<file path="src/rtl/fft_pkg.sv">
// Shared types and sizes for the fft8 family: complex bin payload, frame geometry, serializer states.
package fft_pkg;

  localparam int unsigned DW     = 24;
  localparam int unsigned NPOINT = 8;
  localparam int unsigned IDX_W  = 3;

  typedef struct packed {
    logic signed [DW-1:0] re;
    logic signed [DW-1:0] im;
  } cplx_t;

  typedef enum logic {
    IDLE   = 1'b0,
    STREAM = 1'b1
  } state_t;

endpackage

</file>
<file path="src/rtl/fft8_serializer_if.sv">
// Bundle for fft8_serializer: parallel frame input, one-bin-per-beat output stream, drop monitor.
interface fft8_serializer_if #(
  parameter int unsigned DW    = fft_pkg::DW,
  parameter int unsigned CNT_W = 8
);
  import fft_pkg::*;

  logic                    valid;
  logic signed [DW-1:0]    y_real [NPOINT];
  logic signed [DW-1:0]    y_imag [NPOINT];

  logic                    out_valid;
  logic                    out_ready;
  logic signed [DW-1:0]    out_real;
  logic signed [DW-1:0]    out_imag;
  logic [IDX_W-1:0]        out_index;
  logic                    out_last;

  logic                    overflow;
  logic                    overflow_clr;
  logic [CNT_W-1:0]        drop_cnt;

  modport master (
    output valid, y_real, y_imag, out_ready, overflow_clr,
    input  out_valid, out_real, out_imag, out_index, out_last, overflow, drop_cnt
  );

  modport slave (
    input  valid, y_real, y_imag, out_ready, overflow_clr,
    output out_valid, out_real, out_imag, out_index, out_last, overflow, drop_cnt
  );

endinterface

</file>
<file path="src/rtl/fft8_frame_buf.sv">
// Two-slot frame store: writes a whole 8-bin frame in one cycle, reads one bin combinationally.
module fft8_frame_buf
  import fft_pkg::*;
(
  input  logic                    clk,
  input  logic                    we,
  input  logic                    wr_slot,
  input  cplx_t [NPOINT-1:0]      wr_frame,
  input  logic                    rd_slot,
  input  logic [IDX_W-1:0]        rd_idx,
  output cplx_t                   rd_bin_c
);

  cplx_t [NPOINT-1:0] mem [2];

  // Payload only; occupancy lives in the owner's full flags, so no reset is needed here.
  always_ff @(posedge clk) begin
    if (we) begin
      mem[wr_slot] <= wr_frame;
    end
  end

  assign rd_bin_c = mem[rd_slot][rd_idx];

endmodule

</file>
<file path="src/rtl/fft8_serializer.sv">
// Captures 8-bin fft8 frames into a ping-pong buffer and streams them out one bin per beat.
module fft8_serializer
  import fft_pkg::*;
#(
  parameter int unsigned DW    = fft_pkg::DW,
  parameter int unsigned CNT_W = 8
) (
  input  logic               clk,
  input  logic               rst,
  fft8_serializer_if.slave   bus
);

  localparam int unsigned      BIN_W    = $bits(cplx_t) / 2;
  localparam logic [IDX_W-1:0] LAST_IDX = IDX_W'(NPOINT - 1);

  state_t            state, state_nxt;
  logic [1:0]        full, full_nxt;
  logic              wr_ptr;
  logic              rd_ptr, rd_ptr_nxt;
  logic [IDX_W-1:0]  idx, idx_nxt;

  logic              beat_c, last_done_c, slot_free_c, capture_c, drop_c;
  cplx_t [NPOINT-1:0] frame_c;
  cplx_t             rd_bin_c;

  logic              out_valid_q, out_valid_nxt;
  logic signed [DW-1:0] out_real_q, out_real_nxt;
  logic signed [DW-1:0] out_imag_q, out_imag_nxt;
  logic [IDX_W-1:0]  out_index_q, out_index_nxt;
  logic              out_last_q, out_last_nxt;
  logic              overflow_q, overflow_nxt;
  logic [CNT_W-1:0]  drop_cnt_q, drop_cnt_nxt;

  always_comb begin
    for (int unsigned k = 0; k < NPOINT; k++) begin
      frame_c[k].re = BIN_W'(bus.y_real[k]);
      frame_c[k].im = BIN_W'(bus.y_imag[k]);
    end
  end

  fft8_frame_buf u_buf (
    .clk      (clk),
    .we       (capture_c),
    .wr_slot  (wr_ptr),
    .wr_frame (frame_c),
    .rd_slot  (rd_ptr_nxt),
    .rd_idx   (idx_nxt),
    .rd_bin_c (rd_bin_c)
  );

  assign beat_c      = out_valid_q && bus.out_ready;
  assign last_done_c = (state == STREAM) && beat_c && (idx == LAST_IDX);

  // A slot released by this cycle's final beat may be refilled in the same cycle.
  always_comb begin
    slot_free_c = !full[wr_ptr] || (last_done_c && (rd_ptr == wr_ptr));
    capture_c   = bus.valid && slot_free_c;
    drop_c      = bus.valid && !slot_free_c;
    full_nxt    = full;
    if (last_done_c) full_nxt[rd_ptr] = 1'b0;
    if (capture_c)   full_nxt[wr_ptr] = 1'b1;
  end

  // Clear first, then a coincident drop still counts as one.
  always_comb begin
    overflow_nxt = overflow_q;
    drop_cnt_nxt = drop_cnt_q;
    if (bus.overflow_clr) begin
      overflow_nxt = 1'b0;
      drop_cnt_nxt = '0;
    end
    if (drop_c) begin
      overflow_nxt = 1'b1;
      if (drop_cnt_nxt != '1) drop_cnt_nxt = drop_cnt_nxt + 1'b1;
    end
  end

  always_ff @(posedge clk) begin
    if (rst) state <= IDLE;
    else     state <= state_nxt;
  end

  // Back-to-back only uses the other slot if it was already full before this edge.
  always_comb begin
    state_nxt  = state;
    idx_nxt    = idx;
    rd_ptr_nxt = rd_ptr;
    case (state)
      IDLE: begin
        if (full[rd_ptr]) state_nxt = STREAM;
      end
      STREAM: begin
        if (beat_c) begin
          if (idx == LAST_IDX) begin
            idx_nxt    = '0;
            rd_ptr_nxt = ~rd_ptr;
            if (!full[~rd_ptr]) state_nxt = IDLE;
          end else begin
            idx_nxt = idx + 1'b1;
          end
        end
      end
      default: state_nxt = IDLE;
    endcase
  end

  always_comb begin
    out_valid_nxt = (state_nxt == STREAM);
    out_index_nxt = '0;
    out_last_nxt  = 1'b0;
    out_real_nxt  = '0;
    out_imag_nxt  = '0;
    if (out_valid_nxt) begin
      out_index_nxt = idx_nxt;
      out_last_nxt  = (idx_nxt == LAST_IDX);
      out_real_nxt  = DW'(rd_bin_c.re);
      out_imag_nxt  = DW'(rd_bin_c.im);
    end
  end

  always_ff @(posedge clk) begin
    if (rst) begin
      full        <= '0;
      wr_ptr      <= 1'b0;
      rd_ptr      <= 1'b0;
      idx         <= '0;
      out_valid_q <= 1'b0;
      out_real_q  <= '0;
      out_imag_q  <= '0;
      out_index_q <= '0;
      out_last_q  <= 1'b0;
      overflow_q  <= 1'b0;
      drop_cnt_q  <= '0;
    end else begin
      full        <= full_nxt;
      wr_ptr      <= wr_ptr ^ capture_c;
      rd_ptr      <= rd_ptr_nxt;
      idx         <= idx_nxt;
      out_valid_q <= out_valid_nxt;
      out_real_q  <= out_real_nxt;
      out_imag_q  <= out_imag_nxt;
      out_index_q <= out_index_nxt;
      out_last_q  <= out_last_nxt;
      overflow_q  <= overflow_nxt;
      drop_cnt_q  <= drop_cnt_nxt;
    end
  end

  assign bus.out_valid = out_valid_q;
  assign bus.out_real  = out_real_q;
  assign bus.out_imag  = out_imag_q;
  assign bus.out_index = out_index_q;
  assign bus.out_last  = out_last_q;
  assign bus.overflow  = overflow_q;
  assign bus.drop_cnt  = drop_cnt_q;

endmodule

</file>
<file path="src/flat_wrapper.sv">
// flat-port wrapper written by rule: the top's interface ports become plain ports
module fft8_serializer_flat import fft_pkg::*;
#(
  parameter int unsigned DW    = fft_pkg::DW,
  parameter int unsigned CNT_W = 8
)
  (clk, rst, bus_valid, bus_y_real, bus_y_imag, bus_out_ready, bus_overflow_clr, bus_out_valid, bus_out_real, bus_out_imag, bus_out_index, bus_out_last, bus_overflow, bus_drop_cnt);
  fft8_serializer_if #(.DW(DW), .CNT_W(CNT_W)) bus_i ();
  input  logic clk;
  input  logic rst;
  input wire logic [$bits(bus_i.valid)-1:0] bus_valid;
  input wire logic [$bits(bus_i.y_real)-1:0] bus_y_real;
  input wire logic [$bits(bus_i.y_imag)-1:0] bus_y_imag;
  input wire logic [$bits(bus_i.out_ready)-1:0] bus_out_ready;
  input wire logic [$bits(bus_i.overflow_clr)-1:0] bus_overflow_clr;
  output wire logic [$bits(bus_i.out_valid)-1:0] bus_out_valid;
  output wire logic [$bits(bus_i.out_real)-1:0] bus_out_real;
  output wire logic [$bits(bus_i.out_imag)-1:0] bus_out_imag;
  output wire logic [$bits(bus_i.out_index)-1:0] bus_out_index;
  output wire logic [$bits(bus_i.out_last)-1:0] bus_out_last;
  output wire logic [$bits(bus_i.overflow)-1:0] bus_overflow;
  output wire logic [$bits(bus_i.drop_cnt)-1:0] bus_drop_cnt;
  assign bus_i.valid = bus_valid;
  assign bus_i.y_real = {>>{bus_y_real}};
  assign bus_i.y_imag = {>>{bus_y_imag}};
  assign bus_i.out_ready = bus_out_ready;
  assign bus_i.overflow_clr = bus_overflow_clr;
  assign bus_out_valid = bus_i.out_valid;
  assign bus_out_real = bus_i.out_real;
  assign bus_out_imag = bus_i.out_imag;
  assign bus_out_index = bus_i.out_index;
  assign bus_out_last = bus_i.out_last;
  assign bus_overflow = bus_i.overflow;
  assign bus_drop_cnt = bus_i.drop_cnt;
  fft8_serializer #(.DW(DW), .CNT_W(CNT_W)) u_core (.clk(clk), .rst(rst), .bus(bus_i));
endmodule
</file>
<file path="config.mk">
export PLATFORM = sky130hd
export DESIGN_NAME = fft8_serializer_flat
export DESIGN_NICKNAME = d
export VERILOG_FILES = /design/src/rtl/fft_pkg.sv /design/src/rtl/fft8_serializer_if.sv /design/src/rtl/fft8_frame_buf.sv /design/src/rtl/fft8_serializer.sv /design/src/flat_wrapper.sv
export SDC_FILE = /design/constraint.sdc
export NUM_CORES = 1
export LEC_CHECK = 0
export ABC_AREA = 1
export CAP_MARGIN = 20
export CORE_ASPECT_RATIO = 1.25
export CORE_UTILIZATION = 45
export DETAILED_ROUTE_END_ITERATION = 8
export PLACE_DENSITY = 0.74
export SYNTH_ARGS = -nofsm -noshare
export SYNTH_HDL_FRONTEND = slang
export SYNTH_SLANG_ARGS = --single-unit
</file>
<file path="constraint.sdc">
create_clock -name clk -period 15.2 [get_ports clk]
set_input_delay 1.52 -clock clk [delete_from_list [all_inputs] [get_ports clk]]
set_output_delay 1.52 -clock clk [all_outputs]
set_load 0.01 [all_outputs]
</file>
Yosys cells after proc, flatten, opt, wreduce, memory -nomap -nowiden:

Memory sizes are Yosys's and may differ from the RTL's.
Cells that the tools add are included.

* $add $sub $neg: 2
* $lt $le $gt $ge: 6
* equality and inequality tests: 4
* multiplexer cells: 32
* bitwise operators: 7
* reductions and logical operators: 13

Operator list (count)
* binary-select mux 48 bit (select 3 bit): 1
* two-way mux 48 bit: 1
* two-way mux 8 bit: 3
* two-way mux 1 bit: 19
* two-way mux 3 bit: 3
* adder 8 x 1 -> 8 bit (second input constant): 1
* logical AND 1 bit: 8
* inequality test 8 bit (second input constant): 1
* == test 3 bit (second input constant): 2
* < comparator 1 x 2 -> 1 bit (second input constant): 3
* < comparator 3 x 4 -> 1 bit (second input constant): 1
* two-way mux 2 bit: 2
* adder 3 x 1 -> 3 bit (second input constant): 1
* inverter 1 bit: 3
* bitwise AND 2 bit: 1
* demux 1 bit (select 1 bit): 2
* >= comparator 1 bit (second input constant): 2
* logical NOT 1 bit: 2
* inverter 2 bit: 1
* OR 2 bit: 1
* case mux 1 bit (2 select lines): 1
* nonzero test 2 bit: 1
* OR reduction 2 bit: 1
* == test 1 bit: 1
* other kinds (2): 2

* bits in registers: 69
* RAM bits: 768
* input port bits: 389
* output and inout port bits: 62
* memories: 1

Memory list
* u_core.u_buf.mem: words 2, bits a word 384, read ports 1, clocked after memory_dff 0, wr ports 1, line fft8_frame_buf.sv:14 `cplx_t [NPOINT-1:0] mem [2];`

Logic depth before layout (Yosys ltp):

Gate-level depths: netlist (run 1).

* depth in word-level cells: 9
* depth in mapped cells: 14

Modules after synthesis:

Synthesis (run 1) repeated with hierarchy kept, for this count alone.

* cells, all modules: 3392
* area, all modules: 35295.1 sq um

By module, submodules not included
* fft8_frame_buf: times used 1, cells each 3094, area each 32854.0 sq um
* fft8_serializer: times used 1, cells each 298, area each 2441.1 sq um

Least setup slack after synthesis (run 1):

OpenSTA, ideal clock, no wires.

* path type: input port to flip-flop
* start: input port bus_out_ready
* end: memory u_core.u_buf.mem[1][0] (netlist bit), enable pin
* setup time: 0.799 ns
* arrival time: 10.917 ns
* path slack: 3.484 ns
* stages on the path: 7
* cell sequence: nand3_2 -> nand2_1 -> nand2_1 -> o21ai_0 -> inv_1 -> nor2_1 -> ha_1

* cells in the longest elaborated chain, start to end: 8

RTL lines
* from (decl): line flat_wrapper.sv:14 `input wire logic [$bits(bus_i.out_ready)-1:0] bus_out_ready;`
* logical AND 1 bit: line fft8_serializer.sv:51 `assign beat_c = out_valid_q && bus.out_ready;`
* logical AND 1 bit (2 in a row): line fft8_serializer.sv:52 `assign last_done_c = (state == STREAM) && beat_c && (idx == LAST_IDX);`
* logical AND 1 bit: line fft8_serializer.sv:56 `slot_free_c = !full[wr_ptr] || (last_done_c && (rd_ptr == wr_ptr));`
* logical OR 1 bit: line fft8_serializer.sv:56
* logical AND 1 bit: line fft8_serializer.sv:57 `capture_c = bus.valid && slot_free_c;`
* two-way mux 1 bit: line fft8_frame_buf.sv:18 `if (we) begin`
* two-way mux 1 bit (not written as such): line fft8_frame_buf.sv:19 `mem[wr_slot] <= wr_frame;`
* to (decl): line fft8_frame_buf.sv:14

Every way passes these cells.

Final worst setup path (run 1):

* start: input port bus_out_ready
* end: register u_core.out_real_q[21] (netlist: u_core.bus.out_real[21])

* cells in the longest elaborated chain, start to end: 6
* elaborated cells between the ends (all ways): 12
* those cells by class: mux: 8; bitwise: 1; reduce/logical: 2; memory: 1

RTL lines
* logical AND 1 bit *: line fft8_serializer.sv:51
* two-way mux 1 bit: line fft8_serializer.sv:93 `if (beat_c) begin`
* two-way mux 1 bit: line fft8_serializer.sv:88 `case (state)`
* memory (2 x 384 bit)
* binary-select mux 48 bit (select 3 bit): line fft8_frame_buf.sv:23 `assign rd_bin_c = mem[rd_slot][rd_idx];`
* two-way mux 48 bit (not written as such): line fft8_frame_buf.sv:23
* to (signal assigned): line fft8_serializer.sv:140 `out_real_q <= out_real_nxt;`
* to (decl): line fft8_serializer.sv:27 `logic signed [DW-1:0] out_real_q, out_real_nxt;`

Mark *: on every way between the ends. The rest lies on a longest branch, timed or not. The select of a mux whose other input is x is not followed.
A chain may end at the register's enable or synchronous reset.

==> results by group, run 1 <==
Status
  • Status: complete, no violations

Job
  • MaxCap Viol Count: 0

Clock tree
  • Clock sink count: 837
  • H-tree level count: 3
  • Num CTS Buffers: 83
  • Post-CTS setup buffer count: 0
  • CTS tree: done
  • Cell chosen for the clock root: clkbuf_16
  • CTS resizes: 0
  • CTS clock-pin slew for the worst setup and hold paths: 0.07 ns
  • Worst-Skew Late Latency: 0.63 ns
  • Max clock buf depth: 3
  • Hold_buf cts: 0

Floorplan
  • Site row count: 110
  • Die Wd: 245 um
  • Die height: 305 um
  • Placeable core area: 72400 um^2
  • Die Area: 74800 um^2
  • Initial Utilization: 0.458
  • I/O Pins: 451

Min path
  • Worst hold path endpoint: u_core.bus.overflow
  • Start point of the worst hold path: u_core.bus.overflow
  • Worst hold path class: reg2reg
  • Hold Path Stages: 2

Route
  • Initial DRT Pass Iterations: 6
  • Detailed-route wire length per cell: 20.1 um
  • DRC Markers: 0
  • Via Count: 21300
  • Drt initial violations: 1963
  • Vias/cell: 5.24
  • Antenna-violating nets left: 0
  • Overall routed net length: 81900 um

Worst setup path
  • Reg2reg end: u_core.bus.out_real[21]
  • Critical-path cell list: clkdlybuf4s50_1 > nand4_4 > nand2_8 > buf_4 > buf_4 > buf_4 > a21oi_1 > o21ai_0 > nand3_1 > nand3_1 > nand2_1
  • R2r setup slk: 10.20 ns
  • Arr. time, crit path: 6.18 ns
  • Critical Path End Type: flip-flop
  • CP max FO: 152
  • Critical Path Start Type: primary input
  • Slowest-stage cell, CP: buf_4
  • Worst reg2reg startpoint: u_core.idx[1]
  • R2R cell count: 12
  • CP Class: in2reg
  • Critical path required time: 15.69 ns
  • Crit path top cell by count: buf_4
  • Slowest stage delay, CP: 0.87 ns

STA
  • Clock Skew: 0.0327 ns
  • Worst-Margin Slew: 1.11 ns
  • RSZ-0062 raised after global routing: no
  • Fin Hold WS: 0.515 ns
  • Tmin final: 5.69 ns
  • Max Freq: 176 MHz
  • Setup violators final: 0
  • Slew headroom: 0.260
  • Final WS setup: 9.51 ns
  • Final setup TNS: 0 ns
  • Count of final hold-check violations: 0
  • Fin. max-slew vios: 0
  • Crit share post-route: 0.374

Final layout
  • Fraction of layout instances using a drive strength above 1: 0.0512
  • Area grow syn2layout: 23.8%
  • Nets: 3413
  • Filler cell count: 5722
  • Fin area: 41000 um^2

Synth
  • Post-synthesis xor/xnor area fraction: 0.00106
  • #FFs+latches synth: 837
  • Post-Syn Area: 33100 um^2
  • Largest cells by area after synthesis: edfxtp_1 (70%), inv_1 (4.6%), nand3_1 (4.5%)
  • Top-count cell post-synth: edfxtp_1
  • Compound-gate portion of the synthesized area: 0.106
  • Mux contribution to synthesized area: 0
  • Post-synth top area cell: edfxtp_1
  • Library cells used by synthesis: 32
  • Adder-cell share of the synthesized area: 0.00189
  • Most used flip-flop cell after synthesis: edfxtp_1
  • Synth Area in Simple Gates: 0.0794
  • Register area share after synthesis: 0.737
  • Yosys warning count: 0
  • Asr flop ratio synth: 0
  • Yosys top cell area share: 0.696
  • Syn avg cell area: 12.6 um^2
  • Largest family of logic cells by synthesized area: compound AO/OA/AOI/OAI gates
  • Syn nets: 3019
  • Synth Instances: 2625
  • Commonest cells post-synth: edfxtp_1 (768), inv_1 (408), nand3_1 (301)
  • Number of flops mapped to enable cells by yosys: 768

Global routing
  • Pin count of the biggest net entering global routing: 199
  • Total grt overflow: 0
  • First-pass GRT wire length: 121000 um
  • Number of global-route vias before repair: 20700
  • Tot GR Track Use: 0.216
  • Initial antenna violation count: 35

Placement
  • Pre-CTS setup slack: 8.99 ns
  • Buffers on Ports: 450
  • Post-DP Area: 38200 um^2
  • Post-DP HPWL: 51300 um
  • GPL Wtd Cong: 0.853

Power and ir drop
  • Pwr dens: 133 nW/um^2
  • Leakage: 14.9 nW
  • Highest ir drop seen on vdd: 0.000103 V
  • Tot Pwr: 5.48 mW
[logic make-up (layout without fill, tap and decap cells)]
| logic type | count (synthesis) | in the layout |
|---|---|---|
| buffers and inverters | 571 | 1032 |
| XOR/XNOR | 4 | 4 |
| AND/OR/NAND/NOR | 578 | 578 |
| AO/OA/AOI/OAI | 630 | 630 |
| adder cells (fa/ha/maj) | 5 | 5 |
| other | 0 | 30 |
| flip-flops | 837 | 837 |
[sequential cells by signal (all words and copies together) (netlist names), 2 cells and up]
register	count
u_core.u_buf.mem	768
u_core.bus.out_imag	24
u_core.bus.out_real	24
u_core.bus.drop_cnt	8
u_core.bus.out_index	3
u_core.idx	3
u_core.full	2
[critical path, delay by kind of cell]
| kind | cells | cell delay [ns] |
|---|---|---|
| buffers and inverters | 4 | 3.00 |
| AND/OR/NAND/NOR | 5 | 1.19 |
| AO/OA/AOI/OAI | 2 | 0.28 |
[metrics by stage]
stage / util / instances
floorplan: - / 2625
global placement: 0.528 / 3886
detailed placement: 0.528 / 3886
CTS: 0.566 / 4038
global route: 0.567 / 4066
finish: 0.567 / 4068
[worst max-delay path by stage]
stage,from,to,cells after the start
floorplan,bus_out_ready,u_core.u_buf.mem[1][0],7
global placement,bus_out_ready,u_core.bus.out_imag[23],12
detailed placement,bus_out_ready,u_core.bus.out_real[21],11
CTS,bus_out_ready,u_core.bus.out_real[21],11
global route,bus_out_ready,u_core.bus.out_real[10],12
finish,bus_out_ready,u_core.bus.out_real[21],11
[final cells by class]
cell class | count | area [um^2] | area share
Antenna cell | 30 | 75.1 | 0.00183
Timing Repair Buffer | 469 | 4710 | 0.115
Clock buffer | 116 | 2300 | 0.0561
Multi-Input combinational cell | 1217 | 6300 | 0.154
Sequential cell | 837 | 24400 | 0.596
Inverter | 411 | 1550 | 0.0377
Tap cell | 952 | 1190 | 0.0290
Clock inverter | 36 | 464 | 0.0113
[cell usage in the layout (no fill, tap or decap), drive strengths merged]
master	count
and3	1
o21ai	290
nand3b	6
or2	2
nand2	233
nand4	4
a21oi	197
clkbuf	116
inv	412
dfxtp	69
o211ai	142
nand3	302
diode	30
clkdlybuf4s50	450
xor2	3
bufinv	9
edfxtp	768
buf	19
clkinvlp	4
xnor2	1
nor4	1
ha	5
clkinv	22
nor2	27
a22oi	1
nor3	2
[layer usage]
| layer | wire (um) | global-route usage | vias up |
|---|---|---|---|
| met3 | 5760 | 0.0367 | 134 |
| met4 | 2760 | 0.105 | 12 |
| met2 | 40300 | 0.350 | 784 |
| met5 | 77 | 0 | - |
| li1 | - | - | 10100 |
| met1 | 33000 | 0.283 | 10200 |
[power by group]
| group | total [mW] | switching [mW] | internal [mW] |
|---|---|---|---|
| Sequential | 2.85 | 0.0558 | 2.79 |
| Clock | 2.07 | 0.852 | 1.22 |
| Combinational | 0.560 | 0.345 | 0.216 |
| Total | 5.48 | 1.25 | 4.22 |
Power figures use the tool's default switching activity.
==> inputs of run 2 (changes only) <==
Clock period 15.2 ns to 5.6 ns, I/O delays scaled along.
==> run 2 against run 1 <==
Global-route usage up 0.99 points. Largest cell class unchanged. Core utilization up 0.14 points. Sequential share of layout area down 0.15 points. Sequential cell count unchanged. Critical endpoint is now u_core.u_buf.mem[1][139]. Highest routed layer unchanged. Critical path depth down 1. Clock power rose to 2.6 times the previous value. Count of clock-buffer cells in the layout down 10. First-iteration DRC count up 2.3%. Die area unchanged. Power rose to 2.7 times the previous value. Cell area up 0.25%. Clock skew down 0.010 ns.
==> results by group, run 2 (synthesis results as in run 1) <==
Status
  • Status: complete, no violations

Power and ir drop
  • Clock network power share: 0.363
  • Pwr dens: 356 nW/um^2
  • Reg power frac: 0.527
  • Tot Pwr: 14.7 mW
  • Sw Share: 0.234
  • Net switching power figure: 3.44 mW
  • Highest ir drop seen on vdd: 0.000290 V
  • Comb power frac: 0.110
  • Leakage: 14.9 nW
  • Int Power: 11.2 mW

Worst setup path
  • Critical Path End Type: flip-flop
  • CP Class: reg2reg
  • Slowest-stage cell, CP: ha_4
  • Critical Path Start Type: flip-flop
  • Reg2reg end: u_core.u_buf.mem[1][139]
  • Critical-path cell list: ha_1 > ha_1 > nand4_4 > nand2_1 > nand2_1 > o21ai_0 > inv_1 > nor2_1 > ha_4 > buf_4
  • Worst reg2reg startpoint: u_core.idx[0]
  • Slowest stage delay, CP: 0.66 ns
  • R2R cell count: 10
  • R2r setup slk: 2.15 ns
  • Arr. time, crit path: 3.69 ns
  • Critical path required time: 5.84 ns
  • CP max FO: 42

STA
  • Max Freq: 290 MHz
  • Count of final hold-check violations: 0
  • Crit share post-route: 0.615
  • Clock Skew: 0.0223 ns
  • Worst-Margin Slew: 1.08 ns
  • Final WS setup: 2.15 ns
  • Tmin final: 3.45 ns
  • Setup violators final: 0
  • RSZ-0062 raised after global routing: no
  • Fin. max-slew vios: 0
  • Slew headroom: 0.282

Route
  • Vias/cell: 5.29
  • Highest Signal Layer: met5
  • Initial DRT Pass Iterations: 6
  • Antenna-violating nets left: 0
  • Detailed-route wire length per cell: 21.0 um
  • Drt initial violations: 2009
  • Overall routed net length: 85800 um
  • Wl on met1: 35400 um
  • Via Count: 21600
  • DR WL met3: 6090 um
  • DRC Markers: 0
  • Routed wl met2: 40600 um

Floorplan
  • Placeable core area: 72400 um^2
  • Die Area: 74800 um^2
  • Initial Utilization: 0.458
  • Die Wd: 245 um
  • Site row count: 110
  • Die height: 305 um
  • I/O Pins: 451

Clock tree
  • CTS resizes: 0
  • Post-CTS setup buffer count: 0
  • Hold_buf cts: 0
  • Worst-Skew Late Latency: 0.62 ns
  • Cell chosen for the clock root: clkbuf_16
  • Num CTS Buffers: 81
  • CTS clock-pin slew for the worst setup and hold paths: 0.06 ns
  • CTS tree: done
  • H-tree level count: 3
  • Max clock buf depth: 3
  • Clock sink count: 837

Final layout
  • Fraction of layout instances using a drive strength above 1: 0.0576
  • Reg with most FFs: u_core.u_buf.mem
  • Most frequent cells in the layout: edfxtp_1 (768), clkdlybuf4s50_1 (450), inv_1 (407)
  • Seq. cell area: 24400 um^2
  • Area grow syn2layout: 24.1%
  • Fin area: 41100 um^2
  • Most common cell after layout, fill and taps aside: edfxtp_1
  • Multi-input gate area: 6300 um^2
  • Filler cell count: 5754
  • Max reg flops: 768
  • Nets: 3436

Placement
  • Post-DP Area: 38500 um^2
  • GPL Wtd Cong: 0.881
  • Buffers on Ports: 450
  • Post-DP HPWL: 56400 um
  • Pre-CTS setup slack: 1.78 ns

Job
  • MaxCap Viol Count: 0

Global routing
  • Initial antenna violation count: 28
  • Total grt overflow: 0
  • Tot GR Track Use: 0.226
  • Pin count of the biggest net entering global routing: 218
  • Number of global-route vias before repair: 20900
  • First-pass GRT wire length: 126000 um

Min path
  • Worst hold path endpoint: u_core.bus.overflow
  • Start point of the worst hold path: u_core.bus.overflow
  • Hold Path Stages: 2
  • Worst hold path class: reg2reg
[run 2: cell count changes in the layout (fill, tap and decap cells not counted), sizes merged, moves of 4 or more]
cell	before	now
diode	30	26
bufinv	9	5
clkbuf	116	106
buf	19	44
inv	412	416
clkinvlp	4	8
[run 2: power by group through the flow]
stage	Sequential, mW	Combinational, mW	Clock (mW)
4_1_cts	7.72	1.63	5.41
5_1_grt	7.76	1.76	5.66
3_5_place_dp	7.85	1.61	0
3_3_place_gp	7.83	1.59	0
6_report	7.72	1.61	5.33
2_1_floorplan	7.96	0.767	0
[run 2: area by class of cell]
| cell class | count | area share |
|---|---|---|
| Sequential cell | 837 | 0.594 |
| Multi-Input combinational cell | 1217 | 0.153 |
| Timing Repair Buffer | 494 | 0.121 |
| Clock buffer | 106 | 0.0538 |
| Inverter | 411 | 0.0376 |
| Tap cell | 952 | 0.0290 |
| Clock inverter | 43 | 0.00922 |
| Antenna cell | 26 | 0.00158 |
[run 2: how the worst max path moves through the flow]
stage | start | to | cells past startpoint
floorplan | u_core.idx[0] | u_core.u_buf.mem[1][0] | 9
global placement | bus_out_ready | u_core.u_buf.mem[1][136] | 9
detailed placement | bus_out_ready | u_core.u_buf.mem[1][43] | 9
CTS | u_core.idx[0] | u_core.u_buf.mem[1][135] | 10
global route | u_core.idx[0] | u_core.u_buf.mem[1][139] | 10
finish | u_core.idx[0] | u_core.u_buf.mem[1][139] | 10
[run 2: worst max-delay path, delay by kind of cell (launching register included)]
kind / cells / cell delay (ns)
adder cells (fa/ha/maj): 3 / 1.12
AND/OR/NAND/NOR: 4 / 0.73
buffers and inverters: 2 / 0.68
AO/OA/AOI/OAI: 1 / 0.09
flip-flops: 1 / 0.36
[run 2: routing by layer]
layer,vias up,global-route usage
met5,-,0
met4,4,0.113
met3,166,0.0394
li1,10200,-
met1,10400,0.307
met2,867,0.352
[run 2: metrics by stage]
| step | hold slack [ns] | utilization | instances | TNS (ns) |
|---|---|---|---|---|
| after global routing | 0.496 | 0.568 | 4086 | 0 |
| final | 0.471 | 0.568 | 4086 | 0 |
| after global placement | 0.460 | 0.531 | 3911 | 0 |
| after floorplan | 0.475 | - | 2625 | -873.16 |
| after CTS | 0.471 | 0.567 | 4060 | 0 |
| after detailed placement | 0.459 | 0.531 | 3911 | 0 |
